==> src/rtl/aeolus_pkg.sv <==
// Shared definitions for the Aeolus control sequencer: state codes, opcodes,
// ALU operation and accumulator-source encodings, and the decoded opcode class.
package aeolus_pkg;

  typedef enum logic [2:0] {
    StIdle    = 3'd0,
    StFetch   = 3'd1,
    StDecode  = 3'd2,
    StExecute = 3'd3,
    StMem     = 3'd4,
    StHalt    = 3'd5,
    StHold    = 3'd6
  } state_e;

  localparam logic [3:0] OpNop = 4'b0000;
  localparam logic [3:0] OpLda = 4'b0001;
  localparam logic [3:0] OpSta = 4'b0010;
  localparam logic [3:0] OpAdd = 4'b0011;
  localparam logic [3:0] OpSub = 4'b0100;
  localparam logic [3:0] OpAnd = 4'b0101;
  localparam logic [3:0] OpOr  = 4'b0110;
  localparam logic [3:0] OpXor = 4'b0111;
  localparam logic [3:0] OpLdi = 4'b1000;
  localparam logic [3:0] OpJmp = 4'b1001;
  localparam logic [3:0] OpJz  = 4'b1010;
  localparam logic [3:0] OpJc  = 4'b1011;
  localparam logic [3:0] OpIn  = 4'b1100;
  localparam logic [3:0] OpOut = 4'b1101;
  localparam logic [3:0] OpShl = 4'b1110;
  localparam logic [3:0] OpHlt = 4'b1111;

  typedef enum logic [2:0] {
    AluAdd = 3'b000,
    AluSub = 3'b001,
    AluAnd = 3'b010,
    AluOr  = 3'b011,
    AluXor = 3'b100,
    AluShl = 3'b101
  } alu_op_e;

  typedef enum logic [1:0] {
    AccAlu = 2'd0,
    AccImm = 2'd1,
    AccSw  = 2'd2,
    AccMem = 2'd3
  } acc_sel_e;

  // One-hot-ish instruction class flags plus the ALU operation for ALU opcodes.
  typedef struct packed {
    logic    is_alu;
    logic    is_ldi;
    logic    is_jmp;
    logic    is_jz;
    logic    is_jc;
    logic    is_lda;
    logic    is_sta;
    logic    is_in;
    logic    is_out;
    logic    is_halt;
    alu_op_e alu_op;
  } op_class_t;

endpackage

==> src/rtl/aeolus_op_decode.sv <==
// Combinational opcode classifier for the Aeolus sequencer.
module aeolus_op_decode
  import aeolus_pkg::*;
(
  input  logic [3:0] opcode,
  output op_class_t  op_class
);

  // Map each opcode to its instruction class; NOP leaves every flag clear.
  always_comb begin
    op_class = '0;
    unique case (opcode)
      OpNop: ;
      OpLda: op_class.is_lda = 1'b1;
      OpSta: op_class.is_sta = 1'b1;
      OpAdd: begin op_class.is_alu = 1'b1; op_class.alu_op = AluAdd; end
      OpSub: begin op_class.is_alu = 1'b1; op_class.alu_op = AluSub; end
      OpAnd: begin op_class.is_alu = 1'b1; op_class.alu_op = AluAnd; end
      OpOr:  begin op_class.is_alu = 1'b1; op_class.alu_op = AluOr;  end
      OpXor: begin op_class.is_alu = 1'b1; op_class.alu_op = AluXor; end
      OpShl: begin op_class.is_alu = 1'b1; op_class.alu_op = AluShl; end
      OpLdi: op_class.is_ldi = 1'b1;
      OpJmp: op_class.is_jmp = 1'b1;
      OpJz:  op_class.is_jz  = 1'b1;
      OpJc:  op_class.is_jc  = 1'b1;
      OpIn:  op_class.is_in  = 1'b1;
      OpOut: op_class.is_out = 1'b1;
      OpHlt: op_class.is_halt = 1'b1;
    endcase
  end

endmodule

==> src/rtl/aeolus_sequencer.sv <==
// Multi-cycle control sequencer for the Aeolus 8-bit CPU datapath.
// Steps IDLE -> FETCH -> DECODE -> EXECUTE [-> MEM] and decodes all datapath
// strobes from the current state and opcode.
// Optional feature: define AEOLUS_SINGLE_STEP_EN to add the stepReq input and
// the HOLD state entered after each completed instruction.
module aeolus_sequencer #(
  parameter int unsigned IDLE_CYCLES = 1
) (
  input  logic       boardCLK,
  input  logic       reset,
  input  logic [3:0] opcode,
  input  logic       zeroFlag,
  input  logic       carryFlag,
  input  logic       memReady,
`ifdef AEOLUS_SINGLE_STEP_EN
  input  logic       stepReq,
`endif
  output logic       memRead,
  output logic       memWrite,
  output logic       addrSel,
  output logic       irLoad,
  output logic       pcInc,
  output logic       pcLoad,
  output logic [2:0] aluOp,
  output logic [1:0] accSel,
  output logic       accLoad,
  output logic       flagsLoad,
  output logic       outLoad,
  output logic       halted,
  output logic [2:0] state
);

  import aeolus_pkg::*;

  localparam logic [3:0] IdleLast = 4'(IDLE_CYCLES - 1);

  state_e     state_q, state_d;
  logic [3:0] idle_cnt_q, idle_cnt_d;
  op_class_t  op_class;
  logic       mem_done;
  state_e     done_state;

  aeolus_op_decode u_op_decode (
    .opcode   (opcode),
    .op_class (op_class)
  );

  // A request completes only while a strobe is actually asserted.
  assign mem_done = (memRead | memWrite) & memReady;

`ifdef AEOLUS_SINGLE_STEP_EN
  assign done_state = StHold;
`else
  assign done_state = StFetch;
`endif

  // State and idle-counter registers; reset forces IDLE asynchronously.
  always_ff @(posedge boardCLK or posedge reset) begin
    if (reset) begin
      state_q    <= StIdle;
      idle_cnt_q <= 4'd0;
    end else begin
      state_q    <= state_d;
      idle_cnt_q <= idle_cnt_d;
    end
  end

  // Next-state logic.
  always_comb begin
    state_d    = state_q;
    idle_cnt_d = 4'd0;
    unique case (state_q)
      StIdle: begin
        if (idle_cnt_q >= IdleLast) begin
          state_d = StFetch;
        end else begin
          idle_cnt_d = idle_cnt_q + 4'd1;
        end
      end
      StFetch: begin
        if (mem_done) state_d = StDecode;
      end
      StDecode: begin
        state_d = op_class.is_halt ? StHalt : StExecute;
      end
      StExecute: begin
        state_d = (op_class.is_lda || op_class.is_sta) ? StMem : done_state;
      end
      StMem: begin
        if (mem_done) state_d = done_state;
      end
      StHalt: state_d = StHalt;
      StHold: begin
`ifdef AEOLUS_SINGLE_STEP_EN
        if (stepReq) state_d = StFetch;
`else
        state_d = StFetch;
`endif
      end
      default: state_d = StIdle;
    endcase
  end

  // Strobe decode from state and opcode; everything defaults low.
  always_comb begin
    memRead   = 1'b0;
    memWrite  = 1'b0;
    addrSel   = 1'b0;
    irLoad    = 1'b0;
    pcInc     = 1'b0;
    pcLoad    = 1'b0;
    aluOp     = AluAdd;
    accSel    = AccAlu;
    accLoad   = 1'b0;
    flagsLoad = 1'b0;
    outLoad   = 1'b0;
    halted    = 1'b0;
    unique case (state_q)
      StFetch: begin
        memRead = 1'b1;
        if (memReady) begin
          irLoad = 1'b1;
          pcInc  = 1'b1;
        end
      end
      StExecute: begin
        if (op_class.is_alu) begin
          aluOp     = op_class.alu_op;
          accSel    = AccAlu;
          accLoad   = 1'b1;
          flagsLoad = 1'b1;
        end
        if (op_class.is_ldi) begin
          accSel  = AccImm;
          accLoad = 1'b1;
        end
        if (op_class.is_in) begin
          accSel  = AccSw;
          accLoad = 1'b1;
        end
        if (op_class.is_out) outLoad = 1'b1;
        pcLoad = op_class.is_jmp | (op_class.is_jz & zeroFlag) | (op_class.is_jc & carryFlag);
      end
      StMem: begin
        addrSel = 1'b1;
        if (op_class.is_lda) begin
          memRead = 1'b1;
          if (memReady) begin
            accSel  = AccMem;
            accLoad = 1'b1;
          end
        end else if (op_class.is_sta) begin
          memWrite = 1'b1;
        end
      end
      StHalt: halted = 1'b1;
      default: ;
    endcase
  end

  assign state = state_q;

endmodule

==> config.mk <==
export PLATFORM = sky130hd
export DESIGN_NAME = aeolus_sequencer
export DESIGN_NICKNAME = d
export VERILOG_FILES = /design/src/rtl/aeolus_pkg.sv /design/src/rtl/aeolus_op_decode.sv /design/src/rtl/aeolus_sequencer.sv
export SDC_FILE = /design/constraint.sdc
export NUM_CORES = 1
export LEC_CHECK = 0
export CORE_MARGIN = 8
export CORE_UTILIZATION = 28
export CTS_CLUSTER_DIAMETER = 60
export DETAILED_ROUTE_END_ITERATION = 10
export GPL_TIMING_DRIVEN = 1
export SETUP_SLACK_MARGIN = 0.3
export SLEW_MARGIN = 20
export SYNTH_ARGS = -nofsm -noshare
export SYNTH_HDL_FRONTEND = slang
export SYNTH_SLANG_ARGS = --single-unit
export TNS_END_PERCENT = 10
==> constraint.sdc <==
create_clock -name boardCLK -period 2 [get_ports boardCLK]
set_clock_uncertainty 0.15 [all_clocks]
set_input_delay 0.6 -clock boardCLK [delete_from_list [all_inputs] [get_ports boardCLK]]
set_output_delay 0.6 -clock boardCLK [all_outputs]
set_load 0.005 [all_outputs]
==> impl_metrics.json <==
{
  "initial_core_util_pct": 30.0,
  "pwr-share-comb_pct": 74.4,
  "intPower_uw": 521,
  "n_antenna_cell": 0,
  "place_area_um2": 880,
  "rr_endpoint": "state[1]$_DFFE_PP0P_",
  "rows": 14,
  "ys_warn_count": 0,
  "clock_path_buffers": 2,
  "pwr-share-seq_pct": 11.7,
  "core_area_um2": 1510,
  "netSwitchingPower_uw": 332,
  "clkTransAtPathRegs_ns": 0.04,
  "fin_ws_ns": -0.309,
  "slew_viol_final": 0,
  "hold_viol": 0,
  "layoutNonFillerInstCount": 135,
  "period_minus_slack_ns": 2.31,
  "synth_fp_nets": 74,
  "violations": "negative setup slack",
  "setup_viol": 15,
  "r2r_setup_slack_ns": 0.55,
  "leakage_uw": 0.000473,
  "drc": 0,
  "fin_util_pct": 67.0,
  "endpoint_kind": "output pin",
  "dp_hpwl_um": 1320,
  "dieArea_um2": 3150,
  "die_x_um": 56.2,
  "syn-cell-area_um2": 452,
  "cts_buffers": 3,
  "crit_path_start": "state[2]$_DFFE_PP0P_",
  "fmax_mhz": 433,
  "grt_max_degree": 11,
  "die_h_um": 56.2,
  "synth-seq-cells": 3,
  "h-tree-depth": 1,
  "drt_iter0_markers": 9,
  "worst_pin_slew_ns": 0.272,
  "nFillCells": 118,
  "finalSetupTns_ns": -2.50,
  "hold_path.class": "input pin to async pin",
  "max_slew_margin_pct": 81.7,
  "ant_nets": 0,
  "grt_pass1_vias": 679,
  "overflow": 0,
  "ir_drop_uv": 646,
  "fin_nets": 129,
  "worstSkewPairLatency_ns": 0.24,
  "rsz0062_at_grt": "yes",
  "area_growth_pct": 124,
  "design_area_um2": 1010,
  "antenna_found_initial": 0,
  "fin_crit_sh_pct": 115,
  "vias": 690,
  "pin_count": 27,
  "routed_wl_um": 1980,
  "status": "finished with violations",
  "switching_share_pct": 38.9,
  "cp_max_fo": 4,
  "clockPowerShare_pct": 13.8,
  "startpoint_type": "flop",
  "largest_reg_flops": 3,
  "vias_per_cell": 5.11,
  "globalplace.congestion": 0.787,
  "grt_pass1_wl_um": 3160,
  "root_buffer": "clkbuf_4",
  "reg2reg_depth": 5,
  "ys_seq_area_share_pct": 16.6,
  "wl_per_cell_um": 14.7,
  "avgSynthCellArea_um2": 6.95,
  "drv_cap": 0,
  "synth_cell_types": 33,
  "synthCells": 65,
  "path_class": "flop to output pin",
  "r2r-start": "state[1]$_DFFE_PP0P_",
  "port_buffers": 26,
  "p_per_area_nw_per_um2": 845,
  "postCtsHoldBufs": 0,
  "drive_gt1_share_pct": 63.0,
  "place_inst": 125,
  "drt_pass1_iterations": 4,
  "cp.arrival_ns": 1.56,
  "cts.sinks": 3,
  "grt_use_total_pct": 11.7,
  "required_ns": 1.25,
  "cts_tree": "done"
}
-- layer usage --
metal,vias to the layer above,global-route usage [%],part of all wire [%]
li1,349,-,-
met5,-,0,0
met4,0,4.12,1.0
met2,16,20.8,51
met3,2,1.14,2.5
met1,323,13.8,45
-- Yosys cell counts --
master	n	area (um^2)
xor2_1	1	8.76
nand3_1	1	5.00
nand4b_1	2	17.5
o2bb2ai_1	1	8.76
a22oi_1	2	15.0
a41oi_1	2	17.5
or3_1	1	6.26
dfrtp_1	3	75.1
and3_1	2	12.5
o21a_1	1	7.51
a311oi_1	1	8.76
a21oi_1	3	15.0
o211ai_1	1	7.51
o21ai_0	2	10.0
a21boi_0	1	7.51
a21o_1	1	7.51
nor3_1	4	20.0
clkinv_2	1	5.00
inv_1	1	3.75
clkbuf_2	1	5.00
or2_2	1	6.26
buf_2	3	15.0
buf_4	2	15.0
nor2_1	6	22.5
nor3b_1	1	7.51
and2b_1	1	7.51
and2_1	1	6.26
a31oi_1	1	6.26
nor2b_1	6	37.5
nand4_1	2	12.5
nand2b_1	3	18.8
nand2_1	4	15.0
or3b_1	2	17.5
-- power groups by stage --
stage	sequential, uW	clock, uW	combinational, uW
2_1_floorplan	106	0	212
3_3_place_gp	108	0	516
3_5_place_dp	107	0	517
4_1_cts	101	119	597
5_1_grt	101	118	688
6_report	100	118	635
-- cell families after synthesis --
kind of cell / synth area share [%]
XOR/XNOR: 1.94
buffers and inverters: 9.69
AO/OA/AOI/OAI: 24.7
AND/OR/NAND/NOR: 47.1
flip-flops: 16.6
-- through the flow --
step | total power [uW] | worst slack, ns | hold slack [ns]
floorplan | 318 | -0.00986 | 0.204
global placement | 625 | -0.985 | 0.482
detailed placement | 624 | -1.04 | 0.466
CTS | 817 | -0.251 | 0.369
global route | 907 | -0.345 | 0.396
finish | 853 | -0.309 | 0.371
-- critical path, stage by stage (launching register included) --
cell	delay, ns
dfrtp_1	0.39
buf_6	0.13
nand4b_1	0.19
or3_1	0.33
o211ai_1	0.11
buf_2	0.15
-- layout by cell type (no fill, tap or decap), drive strengths merged --
master	synthesis	routed
buf	5	50
nor2	6	6
nor2b	6	6
nand2	4	4
nor3	4	4
clkbuf	1	4
nand2b	3	3
clkdlybuf4s50	0	3
dfrtp	3	3
a21oi	3	3
clkdlybuf4s15	0	3
nand4b	2	2
nand4	2	2
a22oi	2	2
and3	2	2
o21ai	2	2
a41oi	2	2
or3b	2	2
or2	1	1
xor2	1	1
a21o	1	1
a31oi	1	1
a311oi	1	1
clkinv	1	1
and2	1	1
and2b	1	1
nand3	1	1
nor3b	1	1
or3	1	1
o211ai	1	1
o21a	1	1
inv	1	1
a21boi	1	1
o2bb2ai	1	1
-- worst max path at each step --
stage	to	slack, ns
after floorplan	accLoad	-0.01
after global placement	flagsLoad	-0.98
after detailed placement	accSel[0]	-1.04
after CTS	accLoad	-0.25
after global routing	accLoad	-0.35
final	accLoad	-0.31
-- final cells by class --
type | count | area [um^2] | share of cell area (%)
clock buffer | 4 | 26.3 | 2.60
tap | 16 | 20.0 | 1.98
multi-input combinational | 54 | 432 | 42.8
timing repair buffer | 56 | 444 | 44.0
inverter | 2 | 12.5 | 1.24
sequential | 3 | 75.1 | 7.43
-- what timing repair did --
action / CTS / global route
endpoints found under the setup margin: 21 / 19
pin swaps: 9 / 5
resized for setup: 116 / 9
setup buffers: 4 / 2
hold endpoints to repair: 0 / 0
Power figures use the tool's default switching activity.
